===== src/rtl/traffic_sensor_conditioner_if.sv =====
// Detector / traffic-present bus between the roadside sensor front end and the
// traffic-light FSM. The master drives raw detectors and the counter clear; the
// slave (the conditioner) returns the cleaned bus and monitoring counts.
interface traffic_sensor_conditioner_if #(
    parameter int CNT_W = 8
);
    logic             sens_a;
    logic             sens_b;
    logic             clr_cnt;
    logic [1:0]       T;
    logic [1:0]       arrive;
    logic [CNT_W-1:0] cnt_a;
    logic [CNT_W-1:0] cnt_b;

    modport master (
        output sens_a, sens_b, clr_cnt,
        input  T, arrive, cnt_a, cnt_b
    );

    modport slave (
        input  sens_a, sens_b, clr_cnt,
        output T, arrive, cnt_a, cnt_b
    );
endinterface


===== src/rtl/traffic_sensor_conditioner.sv =====
// Conditions two raw vehicle detectors into the registered traffic-present bus T.
// Each street: 2-flop synchroniser -> debounce -> occupancy hold FSM, plus a
// saturating arrival counter. Channel 0 = street A, channel 1 = street B.
module traffic_sensor_conditioner #(
    parameter int DEB_CYC  = 4,
    parameter int HOLD_CYC = 16,
    parameter int CNT_W    = 8
) (
    input logic                         clk,
    input logic                         rst,
    traffic_sensor_conditioner_if.slave bus
);
    localparam int HW = $clog2(HOLD_CYC) + 1;
    localparam int DW = $clog2(DEB_CYC) + 1;

    typedef enum logic [1:0] {IDLE, OCC, HOLD} state_t;

    logic [1:0] raw;
    assign raw = {bus.sens_b, bus.sens_a};

    for (genvar gi = 0; gi < 2; gi++) begin : g_ch
        logic             s1_q, s2_q;
        logic             deb_q, deb_d;
        logic [DW-1:0]    dcnt_q, dcnt_d;
        logic             arrive_q, arrive_d;
        logic [CNT_W-1:0] cnt_q, cnt_d;
        state_t           state_q, state_d;
        logic [HW-1:0]    hold_q, hold_d;

        // Debounce the synchronised level, flag the accepted 0->1 and count it.
        always_comb begin
            deb_d    = deb_q;
            dcnt_d   = '0;
            if (s2_q != deb_q) begin
                if (dcnt_q == DW'(DEB_CYC - 1)) begin
                    deb_d = s2_q;
                end else begin
                    dcnt_d = dcnt_q + 1'b1;
                end
            end
            arrive_d = ~deb_q & deb_d;
            cnt_d    = cnt_q;
            // A clear beats an increment on the same edge; the pulse still goes out.
            if (bus.clr_cnt) begin
                cnt_d = '0;
            end else if (arrive_d && (cnt_q != {CNT_W{1'b1}})) begin
                cnt_d = cnt_q + 1'b1;
            end
        end

        // Occupancy FSM: hold T high for HOLD_CYC cycles after the car leaves.
        always_comb begin
            state_d = state_q;
            hold_d  = hold_q;
            case (state_q)
                IDLE: begin
                    if (deb_q) state_d = OCC;
                end
                OCC: begin
                    if (!deb_q) begin
                        state_d = HOLD;
                        hold_d  = '0;
                    end
                end
                HOLD: begin
                    if (deb_q) begin
                        state_d = OCC;
                    end else if (hold_q == HW'(HOLD_CYC - 1)) begin
                        state_d = IDLE;
                    end else begin
                        hold_d = hold_q + 1'b1;
                    end
                end
                default: state_d = IDLE;
            endcase
        end

        // Channel state registers with synchronous reset.
        always_ff @(posedge clk) begin
            if (rst) begin
                s1_q     <= 1'b0;
                s2_q     <= 1'b0;
                deb_q    <= 1'b0;
                dcnt_q   <= '0;
                arrive_q <= 1'b0;
                cnt_q    <= '0;
                state_q  <= IDLE;
                hold_q   <= '0;
            end else begin
                s1_q     <= raw[gi];
                s2_q     <= s1_q;
                deb_q    <= deb_d;
                dcnt_q   <= dcnt_d;
                arrive_q <= arrive_d;
                cnt_q    <= cnt_d;
                state_q  <= state_d;
                hold_q   <= hold_d;
            end
        end

        // T is a pure decode of the state register, so it never glitches on inputs.
        assign bus.T[gi]      = (state_q != IDLE);
        assign bus.arrive[gi] = arrive_q;
    end

    assign bus.cnt_a = g_ch[0].cnt_q;
    assign bus.cnt_b = g_ch[1].cnt_q;
endmodule


===== src/flat_wrapper.sv =====
// flat-port wrapper written by rule: the top's interface ports become plain ports
module traffic_sensor_conditioner_flat 
#(
    parameter int DEB_CYC  = 4,
    parameter int HOLD_CYC = 16,
    parameter int CNT_W    = 8
)
  (clk, rst, bus_sens_a, bus_sens_b, bus_clr_cnt, bus_T, bus_arrive, bus_cnt_a, bus_cnt_b);
  traffic_sensor_conditioner_if #(.CNT_W(CNT_W)) bus_i ();
  input logic clk;
  input logic rst;
  input wire logic [$bits(bus_i.sens_a)-1:0] bus_sens_a;
  input wire logic [$bits(bus_i.sens_b)-1:0] bus_sens_b;
  input wire logic [$bits(bus_i.clr_cnt)-1:0] bus_clr_cnt;
  output wire logic [$bits(bus_i.T)-1:0] bus_T;
  output wire logic [$bits(bus_i.arrive)-1:0] bus_arrive;
  output wire logic [$bits(bus_i.cnt_a)-1:0] bus_cnt_a;
  output wire logic [$bits(bus_i.cnt_b)-1:0] bus_cnt_b;
  assign bus_i.sens_a = bus_sens_a;
  assign bus_i.sens_b = bus_sens_b;
  assign bus_i.clr_cnt = bus_clr_cnt;
  assign bus_T = bus_i.T;
  assign bus_arrive = bus_i.arrive;
  assign bus_cnt_a = bus_i.cnt_a;
  assign bus_cnt_b = bus_i.cnt_b;
  traffic_sensor_conditioner #(.DEB_CYC(DEB_CYC), .HOLD_CYC(HOLD_CYC), .CNT_W(CNT_W)) u_core (.clk(clk), .rst(rst), .bus(bus_i));
endmodule

===== config.mk =====
export PLATFORM = sky130hd
export DESIGN_NAME = traffic_sensor_conditioner_flat
export DESIGN_NICKNAME = d
export VERILOG_FILES = /design/src/rtl/traffic_sensor_conditioner_if.sv /design/src/rtl/traffic_sensor_conditioner.sv /design/src/flat_wrapper.sv
export SDC_FILE = /design/constraint.sdc
export NUM_CORES = 1
export LEC_CHECK = 0
export ABC_AREA = 0
export ABC_CLOCK_PERIOD_IN_PS = 2000
export BUFFER_PORTS_ARGS = -buffer_cell sky130_fd_sc_hd__buf_2
export CAP_MARGIN = 40
export CORE_MARGIN = 4
export CORE_UTILIZATION = 50
export CTS_CLUSTER_DIAMETER = 60
export DETAILED_ROUTE_END_ITERATION = 8
export PLACE_DENSITY = 0.73
export SYNTH_ARGS = -nofsm -noshare
export SYNTH_HDL_FRONTEND = slang
export SYNTH_SLANG_ARGS = --single-unit

===== constraint.sdc =====
create_clock -name clk -period 2 [get_ports clk]
set_input_delay 0.4 -clock clk [delete_from_list [all_inputs] [get_ports clk]]
set_output_delay 0.4 -clock clk [all_outputs]
set_load 0.02 [all_outputs]

==> reports/results.ini, run 1 <==
[run_status]
status = complete, no violations

[synthesis]
yosysTopAreaCellShare = 0.4554
synth_area_per_cell_um2 = 9.345
yosys.area.top_type = dfxtp_1
synth_top_flop_cell = dfxtp_1
netlist_area_mm2 = 0.001934
synthTopCellsByCount = dfxtp_1 (44), nor2_1 (29), a21oi_1 (12), nand3_1 (12), o21ai_0 (12)
yosys.area_share.simple = 0.2865
syn_inst = 207
synth_mux_area_frac = 0.01035
yosysSeqAreaShare = 0.4554
synth_compound_area_frac = 0.1022
synth_most_common_cell = dfxtp_1
synthArstFlopShare = 0
synth_warnings = 0
synth_xor_area_frac = 0.04981
syn_nets = 222
synth_area_leaders = dfxtp_1 (46%), ha_1 (6.5%), nor2_1 (5.6%)
synth-seq-cells = 44
synth_fa_ha_area_frac = 0.06468
synth_edf_count = 0
synth_top_family_by_area = simple AND/OR/NAND/NOR gates
synth_cell_types = 38

[drt]
wire_per_inst_um = 11.96
drtIter0Drc = 91
vias = 1536
viasPerCell = 5.333
drc = 0
wl_um = 3445
ant_nets = 0
drtPass1Iterations = 5

[clock_network]
cts_made_buffers = 5
clockBufferDepth = 2
clk_latency_ns = 0.29
cts-root-buf = clkbuf_8
cts_sinks = 44
hold_buffers = 0
cts_tree = yes
clk_pin_slew_ns = 0.08
h-tree-depth = 2

[timing]
skew_ns = 0.005462
timing.final.ws_setup_ns = 0.04484
rsz0062_at_grt = yes
worst_pin_slew_ns = 0.5355
finalCritPeriodShare = 0.9776
hold_viol = 0
maxSlewHeadroom = 0.6417
report.final.slew_viol_count = 0
fmax_ghz = 0.5115
finalSetupViolations = 0
min_period_ns = 1.955

[critical_path]
end_kind = flop
r2r-start = u_core.g_ch[1].hold_q[0]$_SDFFE_PP0P_
arrival_ns = 2.18
worst_setup_path_start_kind = flop
r2r_end = u_core.g_ch[1].hold_q[4]$_SDFFE_PP0P_
r2r_cells = 7
rrSetupSlack_ns = 0.04
path_max_fanout = 5
criticalPathCategory = reg2reg
critPathRequiredTime_ns = 2.23

[finish]
nets = 254
drive_gt1_frac = 0.2625
areaGrowthSynthToFinish_pct = 16.82
diodes = 0
post-route-util = 0.6126
final_cells = 288

[placement]
io_buffers = 24
post-place-ws_ns = 0.006778
gp_congestion = 0.7787
dp_hpwl_um = 2410
dp_cells = 276

[floorplan]
initial_core_util = 0.5244
dieArea_mm2 = 0.004928
core_mm2 = 0.003689
ios = 25
die_x_um = 70.20
die_height_um = 70.20
row_count = 22

[global_routing]
first_global_vias = 1388
globalRouteOverflowTotal = 0
grt_use_met2 = 0.2340
grt_pass1_wl_um = 5865
busiest_layer = met2
grt_use_met3 = 0.04892
grt_max_degree = 23
track_usage = 0.1454
use_met1 = 0.1791
antenna_found_initial = 0

[power_and_ir_drop]
vdd_drop_max_v = 0.0004367
powerDensity_mw_per_mm2 = 650.3
p_leak_nw = 0.9216
p_total_mw = 1.469

[min_path]
hold_class = in2reg
hold_depth = 2
hold_end = u_core.g_ch[0].s1_q$_SDFF_PP0_
hp-start = bus_sens_a

[run]
cap_violations = 0

[stage by stage]
stage	hold slack [ns]	instance area, um^2	TNS, ns
after global placement	0.4114	2103	0
after global routing	0.3149	2260	-0.03568
final	0.3127	2260	0
after CTS	0.2968	2215	0
after detailed placement	0.4201	2103	0
after floorplan	0.3990	1934	0
[repair_timing]
item                       4_1_cts  5_1_grt
buffers inserted                 2        2
gates resized for setup          2        8
setup endpoints to repair        1        4
pin swaps                        2        9
[cells in the final DEF (no fill, tap or decap), drive strengths merged, types with 3 or more instances in the layout]
cell / n
nor3: 5
buf: 30
a21oi: 12
or2: 6
nand3b: 3
ha: 10
xnor2: 3
nor2: 31
xor2: 8
a211oi: 3
nand2: 8
inv: 9
nand3: 12
clkbuf: 6
or3: 6
dfxtp: 44
nor2b: 4
and3: 3
o21ai: 12
[kinds of logic (layout without fill, tap and decap cells)]
| kind of cell | Yosys count | count (layout) |
|---|---|---|
| xor+xnor | 11 | 11 |
| compound gates | 33 | 33 |
| fa+ha+maj | 10 | 10 |
| simple gates | 93 | 93 |
| flops | 44 | 44 |
| mux | 2 | 2 |
| buf+inv | 14 | 47 |
[per-layer routing]
layer  part of all wire  up-vias
li1                   -      790
met1               0.47      708
met2               0.46       32
met3              0.055        6
met4              0.013        0
met5                  0        -
[power by group]
part / internal (mW) / switching, mW / leakage (nW)
clock: 0.275 / 0.283 / 0.0510
sequential: 0.880 / 0.00325 / 0.357
combinational: 0.00970 / 0.0179 / 0.514
[area by class of cell]
| type | count | area [um^2] |
|---|---|---|
| Fill cell | 336 | 1429 |
| Inverter | 9 | 33.78 |
| Clock inverter | 2 | 10.01 |
| Timing Repair Buffer | 30 | 165.2 |
| Clock buffer | 6 | 82.58 |
| Tap cell | 48 | 60.06 |
| Multi-Input combinational cell | 149 | 1023 |
| Sequential cell | 44 | 884.6 |
[state kept, by name, summed over array words and instances, names as in the netlist]
register              flops
u_core.bus.cnt_a          8
u_core.g_ch.arrive_q      2
u_core.g_ch.dcnt_q        6
u_core.g_ch.s2_q          2
u_core.bus.cnt_b          8
u_core.g_ch.deb_q         2
u_core.g_ch.s1_q          2
u_core.g_ch.state_q       4
u_core.g_ch.hold_q       10
[critical path: stages (launching register included)]
cell	delay, ns
dfxtp_2	0.33
ha_2	0.18
and3_4	0.15
ha_4	0.16
nor4b_4	0.32
nor2_2	0.11
or4b_4	0.52
a21oi_2	0.12
[worst max path at each step]
stage | from | endpoint | slack (ns) | cells past startpoint
after CTS | u_core.g_ch[0].hold_q[0]$_SDFFE_PP0P_ | u_core.g_ch[0].hold_q[4]$_SDFFE_PP0P_ | 0.02 | 7
after global routing | u_core.g_ch[1].hold_q[0]$_SDFFE_PP0P_ | u_core.g_ch[1].hold_q[4]$_SDFFE_PP0P_ | -0.04 | 7
after floorplan | u_core.g_ch[0].hold_q[0]$_SDFFE_PP0P_ | u_core.g_ch[0].hold_q[4]$_SDFFE_PP0P_ | 0.08 | 7
final | u_core.g_ch[1].hold_q[0]$_SDFFE_PP0P_ | u_core.g_ch[1].hold_q[4]$_SDFFE_PP0P_ | 0.04 | 7
after global placement | u_core.g_ch[0].hold_q[0]$_SDFFE_PP0P_ | u_core.g_ch[0].hold_q[4]$_SDFFE_PP0P_ | 0.05 | 7
after detailed placement | u_core.g_ch[0].hold_q[0]$_SDFFE_PP0P_ | u_core.g_ch[0].hold_q[4]$_SDFFE_PP0P_ | 0.007 | 7
Power figures use the tool's default switching activity.
==> run 2, diff against run 1 <==
--- a/config.mk
+++ b/config.mk
@@ -7,13 +7,13 @@
 export LEC_CHECK = 0
 export ABC_AREA = 0
 export ABC_CLOCK_PERIOD_IN_PS = 2000
-export BUFFER_PORTS_ARGS = -buffer_cell sky130_fd_sc_hd__buf_2
 export CAP_MARGIN = 40
 export CORE_MARGIN = 4
 export CORE_UTILIZATION = 50
 export CTS_CLUSTER_DIAMETER = 60
 export DETAILED_ROUTE_END_ITERATION = 8
-export PLACE_DENSITY = 0.73
+export DONT_BUFFER_PORTS = 1
+export PLACE_DENSITY = 0.68
 export SYNTH_ARGS = -nofsm -noshare
 export SYNTH_HDL_FRONTEND = slang
 export SYNTH_SLANG_ARGS = --single-unit
==> constraint.sdc (replaced) <==
create_clock -name clk -period 2 [get_ports clk]
set_input_delay 0.2 -clock clk [delete_from_list [all_inputs] [get_ports clk]]
set_output_delay 0.2 -clock clk [all_outputs]
set_load 0.02 [all_outputs]
==> run 2 against run 1 <==
Final area decreased by 0.17%. Flip-flop and latch count unchanged. Cell count decreased by 3.5%. Sequential power about the same. Die area unchanged. Sequential share of layout area increased by 0.065 points. Clock power increased by 2%. Count of clock-buffer cells in the layout increased by 2. Register-to-register slack got worse by 0.02 ns. Routed wire length increased by 18%. Total power increased by 0.60%. Largest cell class unchanged.
==> reports/results.ini, run 2 (synthesis results as in run 1) <==
[run]
cap_violations = 0  ; unchanged

[timing]
holdWs_ns = 0.02774  ; was 0.3127 ns
maxSlewHeadroom = 0.5702  ; was 0.6417
finalSetupViolations = 0  ; unchanged
worst_pin_slew_ns = 0.6426  ; was 0.5355 ns
min_period_ns = 1.975  ; was 1.955 ns
fmax_ghz = 0.5063  ; was 0.5115 GHz
finalCritPeriodShare = 0.9875  ; was 0.9776
hold_viol = 0  ; unchanged
report.final.slew_viol_count = 0  ; unchanged
skew_ns = 0.006352  ; was 0.005462 ns

[clock_network]
clk_latency_ns = 0.30  ; was 0.29 ns
clk_pin_slew_ns = 0.08  ; about the same
clockBufferDepth = 2  ; unchanged
cts_sinks = 44  ; unchanged
cts_made_buffers = 5  ; unchanged
cts-root-buf = clkbuf_8  ; unchanged
h-tree-depth = 2  ; unchanged
cts_tree = yes  ; unchanged

[finish]
nets = 244  ; was 254
largest_register = u_core.g_ch.hold_q  ; unchanged
final_cells = 278  ; was 288
register_area_um2 = 884.6  ; unchanged
diodes = 0  ; unchanged
areaGrowthSynthToFinish_pct = 16.62  ; was 16.82%
fillers = 332  ; was 336
mostFrequentLayoutCell = dfxtp_1  ; unchanged
multi_input_area_mm2 = 0.001035  ; was 0.001023 mm^2
drive_gt1_frac = 0.2130  ; was 0.2625
final_cell_mix = dfxtp_1 (41), nor2_1 (29), buf_4 (19)  ; was dfxtp_1 (41), nor2_1 (29), buf_2 (24)
largest_register_ffs = 10  ; unchanged

[drt]
vias = 1536  ; unchanged
ant_nets = 0  ; unchanged
viasPerCell = 5.525  ; was 5.333
drtIter0Drc = 113  ; was 91
drtPass1Iterations = 4  ; was 5
wire_per_inst_um = 14.62  ; was 11.96 um
wl_um = 4064  ; was 3445 um
drc = 0  ; unchanged

[placement]
io_buffers = 0  ; was 24
dp_cells = 260  ; was 276
dp_hpwl_um = 2768  ; was 2410 um
gp_congestion = 0.8029  ; was 0.7787

[floorplan]
row_count = 22  ; unchanged
dieArea_mm2 = 0.004928  ; unchanged
die_x_um = 70.20  ; unchanged
ios = 25  ; unchanged
initial_core_util = 0.5244  ; unchanged
die_height_um = 70.20  ; unchanged
core_mm2 = 0.003689  ; unchanged

[power_and_ir_drop]
p_leak_nw = 0.8590  ; was 0.9216 nW
power_frac_clock = 0.386  ; was 0.380
switchingPower_mw = 0.3079  ; was 0.3043 mW
netSwitchingFraction = 0.2083  ; was 0.2071
powerDensity_mw_per_mm2 = 655.3  ; was 650.3 mW/mm^2
combPwrFrac = 0.017  ; was 0.019
vdd_drop_max_v = 0.0004126  ; was 0.0004367 V
internal-power_mw = 1.170  ; was 1.165 mW
power_frac_seq = 0.597  ; was 0.601

[run_status]
status = complete, no violations  ; unchanged

[critical_path]
cp_common_cell = ha_4
cp_num_buf_inv = 0  ; unchanged
r2r_cells = 7  ; unchanged
cp_cell_sequence = ha_4, and3_4, ha_4, nor4b_4, nor2_4, or4b_1, a21oi_1  ; was ha_2, and3_4, ha_4, nor4b_4, nor2_2, or4b_4, a21oi_2
path_max_fanout = 3  ; was 5
rrSetupSlack_ns = 0.02  ; was 0.04 ns
setup.worst_path.end = u_core.g_ch[0].hold_q[4]$_SDFFE_PP0P_  ; was u_core.g_ch[1].hold_q[4]$_SDFFE_PP0P_
cpPeakStageDelay_ns = 0.50  ; was 0.52 ns
crit_start = u_core.g_ch[0].hold_q[1]$_SDFFE_PP0P_  ; was u_core.g_ch[1].hold_q[0]$_SDFFE_PP0P_
cp_slowest_cell = or4b_1  ; was or4b_4
r2r_end = u_core.g_ch[0].hold_q[4]$_SDFFE_PP0P_  ; was u_core.g_ch[1].hold_q[4]$_SDFFE_PP0P_
worst_setup_path_start_kind = flop  ; unchanged
crit_family = simple AND/OR/NAND/NOR gates  ; unchanged
critPathRequiredTime_ns = 2.22  ; was 2.23 ns
cp.depth = 7  ; unchanged
end_kind = flop  ; unchanged
arrival_ns = 2.19  ; was 2.18 ns
criticalPathCategory = reg2reg  ; unchanged
r2r-start = u_core.g_ch[0].hold_q[1]$_SDFFE_PP0P_  ; was u_core.g_ch[1].hold_q[0]$_SDFFE_PP0P_

[global_routing]
track_usage = 0.1677  ; was 0.1454
antenna_found_initial = 0  ; unchanged
globalRouteOverflowTotal = 0  ; unchanged
grt_pass1_wl_um = 6617  ; was 5865 um
first_global_vias = 1515  ; was 1,388
grt_max_degree = 17  ; was 23

[min_path]
hold_class = in2reg  ; unchanged

run 2: changes by cell type in the layout (fill, tap and decap cells not counted), sizes merged:
| cell | delta |
|---|---|
| dlygate4sd3 | +1 |
| buf | -11 |
| clkbuf | +2 |
| clkinv | -2 |
run 2: metal layers:
layer	vias to the layer above	global-route usage	wire [um]
met4	0	0.08511	65
li1	764	-	-
met1	728	0.1846	1685
met5	-	0	0
met2	38	0.2886	2082
met3	6	0.05180	230
run 2: through the flow:
stage | setup TNS, ns | total power [mW] | worst slack, ns | area, um^2 | utilization
floorplan | 0 | 0.9223 | 0.07520 | 1934 | -
global placement | 0 | 0.9213 | 0.04899 | 2043 | 0.5539
detailed placement | -0.003622 | 0.9222 | -0.003622 | 2043 | 0.5539
CTS | 0 | 1.492 | 0.002448 | 2201 | 0.5967
global route | -0.08820 | 1.534 | -0.04690 | 2256 | 0.6116
finish | 0 | 1.478 | 0.02491 | 2256 | 0.6116
run 2: final cells by class:
type                            instances  area share
Clock buffer                            8     0.03993
Tap cell                               48     0.02662
Sequential cell                        44      0.3921
Multi-Input combinational cell        149      0.4587
Inverter                                9     0.01498
Timing Repair Buffer                   20     0.06766
run 2: worst min-delay path by stage:
stage                                            endpoint  slack [ns]  depth (start not counted)  startpoint
finish                     u_core.g_ch[1].s1_q$_SDFF_PP0_        0.03                          1  bus_sens_b
global route               u_core.g_ch[1].s1_q$_SDFF_PP0_        0.03                          1  bus_sens_b
CTS                        u_core.g_ch[1].s1_q$_SDFF_PP0_        0.03                          1  bus_sens_b
detailed placement  u_core.g_ch[0].hold_q[4]$_SDFFE_PP0P_        0.28                          1         rst
global placement    u_core.g_ch[1].hold_q[4]$_SDFFE_PP0P_        0.27                          1         rst
floorplan                  u_core.g_ch[0].s1_q$_SDFF_PP0_        0.33                          1  bus_sens_a
run 2: power groups by stage:
stage / clock network [mW] / logic [mW] / registers, mW
after floorplan: 0 / 0.0190 / 0.903
after global placement: 0 / 0.0176 / 0.904
after detailed placement: 0 / 0.0181 / 0.904
after CTS: 0.583 / 0.0249 / 0.883
after global routing: 0.623 / 0.0273 / 0.884
final: 0.571 / 0.0245 / 0.883
run 2: timing repair:
action                                  CTS  global route
setup buffers                             6             3
pin swaps                                 6             5
hold endpoints to repair                 16             0
hold buffers                              1             0
endpoints found under the setup margin    2             3
resized for setup                         5             6
run 2: worst register-to-register path, cell delays in order (launching register included):
cell     delay [ns]
dfxtp_2        0.35
ha_4           0.16
and3_4         0.18
ha_4           0.16
nor4b_4        0.33
nor2_4         0.06
or4b_1         0.50
a21oi_1        0.17
==> run 3, diff against run 2 <==
--- a/config.mk
+++ b/config.mk
@@ -13,7 +13,7 @@
 export CTS_CLUSTER_DIAMETER = 60
 export DETAILED_ROUTE_END_ITERATION = 8
 export DONT_BUFFER_PORTS = 1
-export PLACE_DENSITY = 0.68
+export PLACE_DENSITY_LB_ADDON = 0.15
 export SYNTH_ARGS = -nofsm -noshare
 export SYNTH_HDL_FRONTEND = slang
 export SYNTH_SLANG_ARGS = --single-unit
==> run 3 against run 2 <==
The run now ends with hold timing left. Flip-flop and latch count unchanged. Clock skew fell by 0.0020 ns. Final area up 2.4%. Global-route usage rose by 0.67 points. Via count up 3.1%. Sequential power barely moved. Die area unchanged. Total power down 0.45%. Clock power down 0.9%. Worst hold slack worse by 0.059 ns. Non-clock buffer count up 5. Largest power group unchanged.
==> reports/results.ini, run 3 (synthesis results as in run 1) <==
[run_status]
status = complete, but fails checks  ; was complete, no violations
violations = hold timing

[placement]
gp_congestion = 0.7964  ; was 0.8029
dp_cells = 260  ; unchanged
io_buffers = 0  ; unchanged
dp_hpwl_um = 2763  ; was 2768 um

[floorplan]
dieArea_mm2 = 0.004928  ; unchanged
die_x_um = 70.20  ; unchanged
initial_core_util = 0.5244  ; unchanged
row_count = 22  ; unchanged
core_mm2 = 0.003689  ; unchanged
ios = 25  ; unchanged
die_height_um = 70.20  ; unchanged

[clock_network]
clk_latency_ns = 0.29  ; was 0.30 ns
h-tree-depth = 2  ; unchanged
cts_sinks = 44  ; unchanged
cts-root-buf = clkbuf_8  ; unchanged
cts_tree = yes  ; unchanged
clk_pin_slew_ns = 0.08  ; about the same
cts_made_buffers = 5  ; unchanged
clockBufferDepth = 2  ; unchanged
hold_buffers = 10  ; was 1

[timing]
report.final.slew_viol_count = 0  ; unchanged
maxSlewHeadroom = 0.6572  ; was 0.5702
finalCritPeriodShare = 0.9833  ; was 0.9875
hold_viol = 6  ; was 0
worst_pin_slew_ns = 0.5123  ; was 0.6426 ns
rsz0062_at_grt = yes
fmax_ghz = 0.5085  ; was 0.5063 GHz
min_period_ns = 1.967  ; was 1.975 ns
skew_ns = 0.004339  ; was 0.006352 ns
finalSetupViolations = 0  ; unchanged
holdWs_ns = -0.03150  ; was 0.02774 ns

[critical_path]
cp_common_cell = ha_4  ; unchanged
cpPeakStageDelay_ns = 0.51  ; was 0.50 ns
rrSetupSlack_ns = 0.03  ; was 0.02 ns
arrival_ns = 2.19  ; about the same
critPathRequiredTime_ns = 2.23  ; was 2.22 ns
criticalPathCategory = reg2reg  ; unchanged
crit_start = u_core.g_ch[0].hold_q[0]$_SDFFE_PP0P_  ; was u_core.g_ch[0].hold_q[1]$_SDFFE_PP0P_
r2r-start = u_core.g_ch[0].hold_q[0]$_SDFFE_PP0P_  ; was u_core.g_ch[0].hold_q[1]$_SDFFE_PP0P_
worst_setup_path_start_kind = flop  ; unchanged
r2r_end = u_core.g_ch[0].hold_q[4]$_SDFFE_PP0P_  ; unchanged
cp_cell_sequence = ha_4, and3_4, ha_4, nor4b_4, nor2_2, or4b_1, a21oi_1  ; was ha_4, and3_4, ha_4, nor4b_4, nor2_4, or4b_1, a21oi_1
end_kind = flop  ; unchanged
path_max_fanout = 4  ; was 3
cp_slowest_cell = or4b_1  ; unchanged
r2r_cells = 7  ; unchanged

[finish]
largest_register = u_core.g_ch.hold_q  ; unchanged
areaGrowthSynthToFinish_pct = 19.47  ; was 16.62%
drive_gt1_frac = 0.1915  ; was 0.2130
nets = 249  ; was 244
diodes = 0  ; unchanged
largest_register_ffs = 10  ; unchanged
final_cells = 283  ; was 278
final_cell_mix = dfxtp_1 (41), nor2_1 (29), buf_4 (15)  ; was dfxtp_1 (41), nor2_1 (29), buf_4 (19)
mostFrequentLayoutCell = dfxtp_1  ; unchanged

[drt]
wl_met3_um = 213  ; was 230 um
drtPass1Iterations = 4  ; unchanged
top_layer = met4  ; unchanged
drc = 0  ; unchanged
viasPerCell = 5.594  ; was 5.525
drtIter0Drc = 127  ; was 113
ant_nets = 0  ; unchanged
wl_met2_um = 2103  ; was 2082 um
wire_per_inst_um = 14.17  ; was 14.62 um
vias = 1583  ; was 1,536
wl_met1_um = 1636  ; was 1685 um
wl_um = 4011  ; was 4064 um

[min_path]
hold_end = u_core.g_ch[1].hold_q[4]$_SDFFE_PP0P_  ; was u_core.g_ch[1].s1_q$_SDFF_PP0_
hold_depth = 1  ; unchanged
hp-start = rst  ; was bus_sens_b
hold_class = in2reg  ; unchanged

[power_and_ir_drop]
vdd_drop_max_v = 0.0003713  ; was 0.0004126 V
powerDensity_mw_per_mm2 = 636.8  ; was 655.3 mW/mm^2
p_leak_nw = 0.8989  ; was 0.8590 nW

[global_routing]
first_global_vias = 1564  ; was 1,515
grt_pass1_wl_um = 6948  ; was 6617 um
grt_max_degree = 23  ; was 17
globalRouteOverflowTotal = 0  ; unchanged
track_usage = 0.1744  ; was 0.1677
antenna_found_initial = 0  ; unchanged

[run]
cap_violations = 0  ; unchanged

==> run 3: cell count changes in the layout (fill, tap and decap cells not counted), sizes merged <==
cell	delta
dlygate4sd3	+9
buf	-4
==> run 3: worst max path at each step <==
stage	endpoint	slack, ns	cells past startpoint
final	u_core.g_ch[0].hold_q[4]$_SDFFE_PP0P_	0.03	7
after global routing	u_core.g_ch[0].hold_q[4]$_SDFFE_PP0P_	-0.05	7
after CTS	u_core.g_ch[1].hold_q[4]$_SDFFE_PP0P_	0.0002	7
after detailed placement	u_core.g_ch[0].hold_q[4]$_SDFFE_PP0P_	-0.02	7
after global placement	u_core.g_ch[0].hold_q[4]$_SDFFE_PP0P_	0.06	7
after floorplan	u_core.g_ch[0].hold_q[4]$_SDFFE_PP0P_	0.08	7
==> run 3: through the flow <==
stage | total power [mW] | util | setup TNS [ns] | cell area [um^2] | worst slack, ns
finish | 1.472 | 0.6265 | 0 | 2311 | 0.03331
CTS | 1.496 | 0.6106 | 0 | 2252 | 0.0002442
global placement | 0.9215 | 0.5539 | 0 | 2043 | 0.06176
floorplan | 0.9223 | - | 0 | 1934 | 0.07520
detailed placement | 0.9217 | 0.5539 | -0.02082 | 2043 | -0.02082
global route | 1.535 | 0.6265 | -0.06490 | 2311 | -0.05485
==> run 3: area by class of cell <==
cell class | instances | area (um^2)
inverters | 9 | 33.78
clock buffers | 8 | 90.09
multi-input cells | 149 | 1030
repair buffers | 25 | 212.7
flip-flops and latches | 44 | 884.6
well taps | 48 | 60.06
fillers | 343 | 1378
==> run 3: routing by layer <==
| layer | track usage | up-vias |
|---|---|---|
| li1 | - | 780 |
| met1 | 0.1894 | 753 |
| met2 | 0.3075 | 44 |
| met3 | 0.04748 | 6 |
| met4 | 0.08936 | 0 |
| met5 | 0 | - |
==> run 3: worst max-delay path: cells and delay by family (launching register included) <==
kind	cells	cell delay, ns
AND/OR/NAND/NOR	4	1.11
flip-flops	1	0.35
adder cells (fa/ha/maj)	2	0.32
AO/OA/AOI/OAI	1	0.13
==> run 3: repair_timing <==
item	CTS	global route
resized for setup	2	9
pin swaps	5	7
setup endpoints to repair	3	4
buffers inserted	2	3
endpoints found under the hold margin	16	6
==> run 3: report_power, final <==
part	switching, mW	total (mW)	internal [mW]
combinational	0.0113	0.0230	0.0117
clock	0.284	0.566	0.282
sequential	0.00315	0.883	0.880
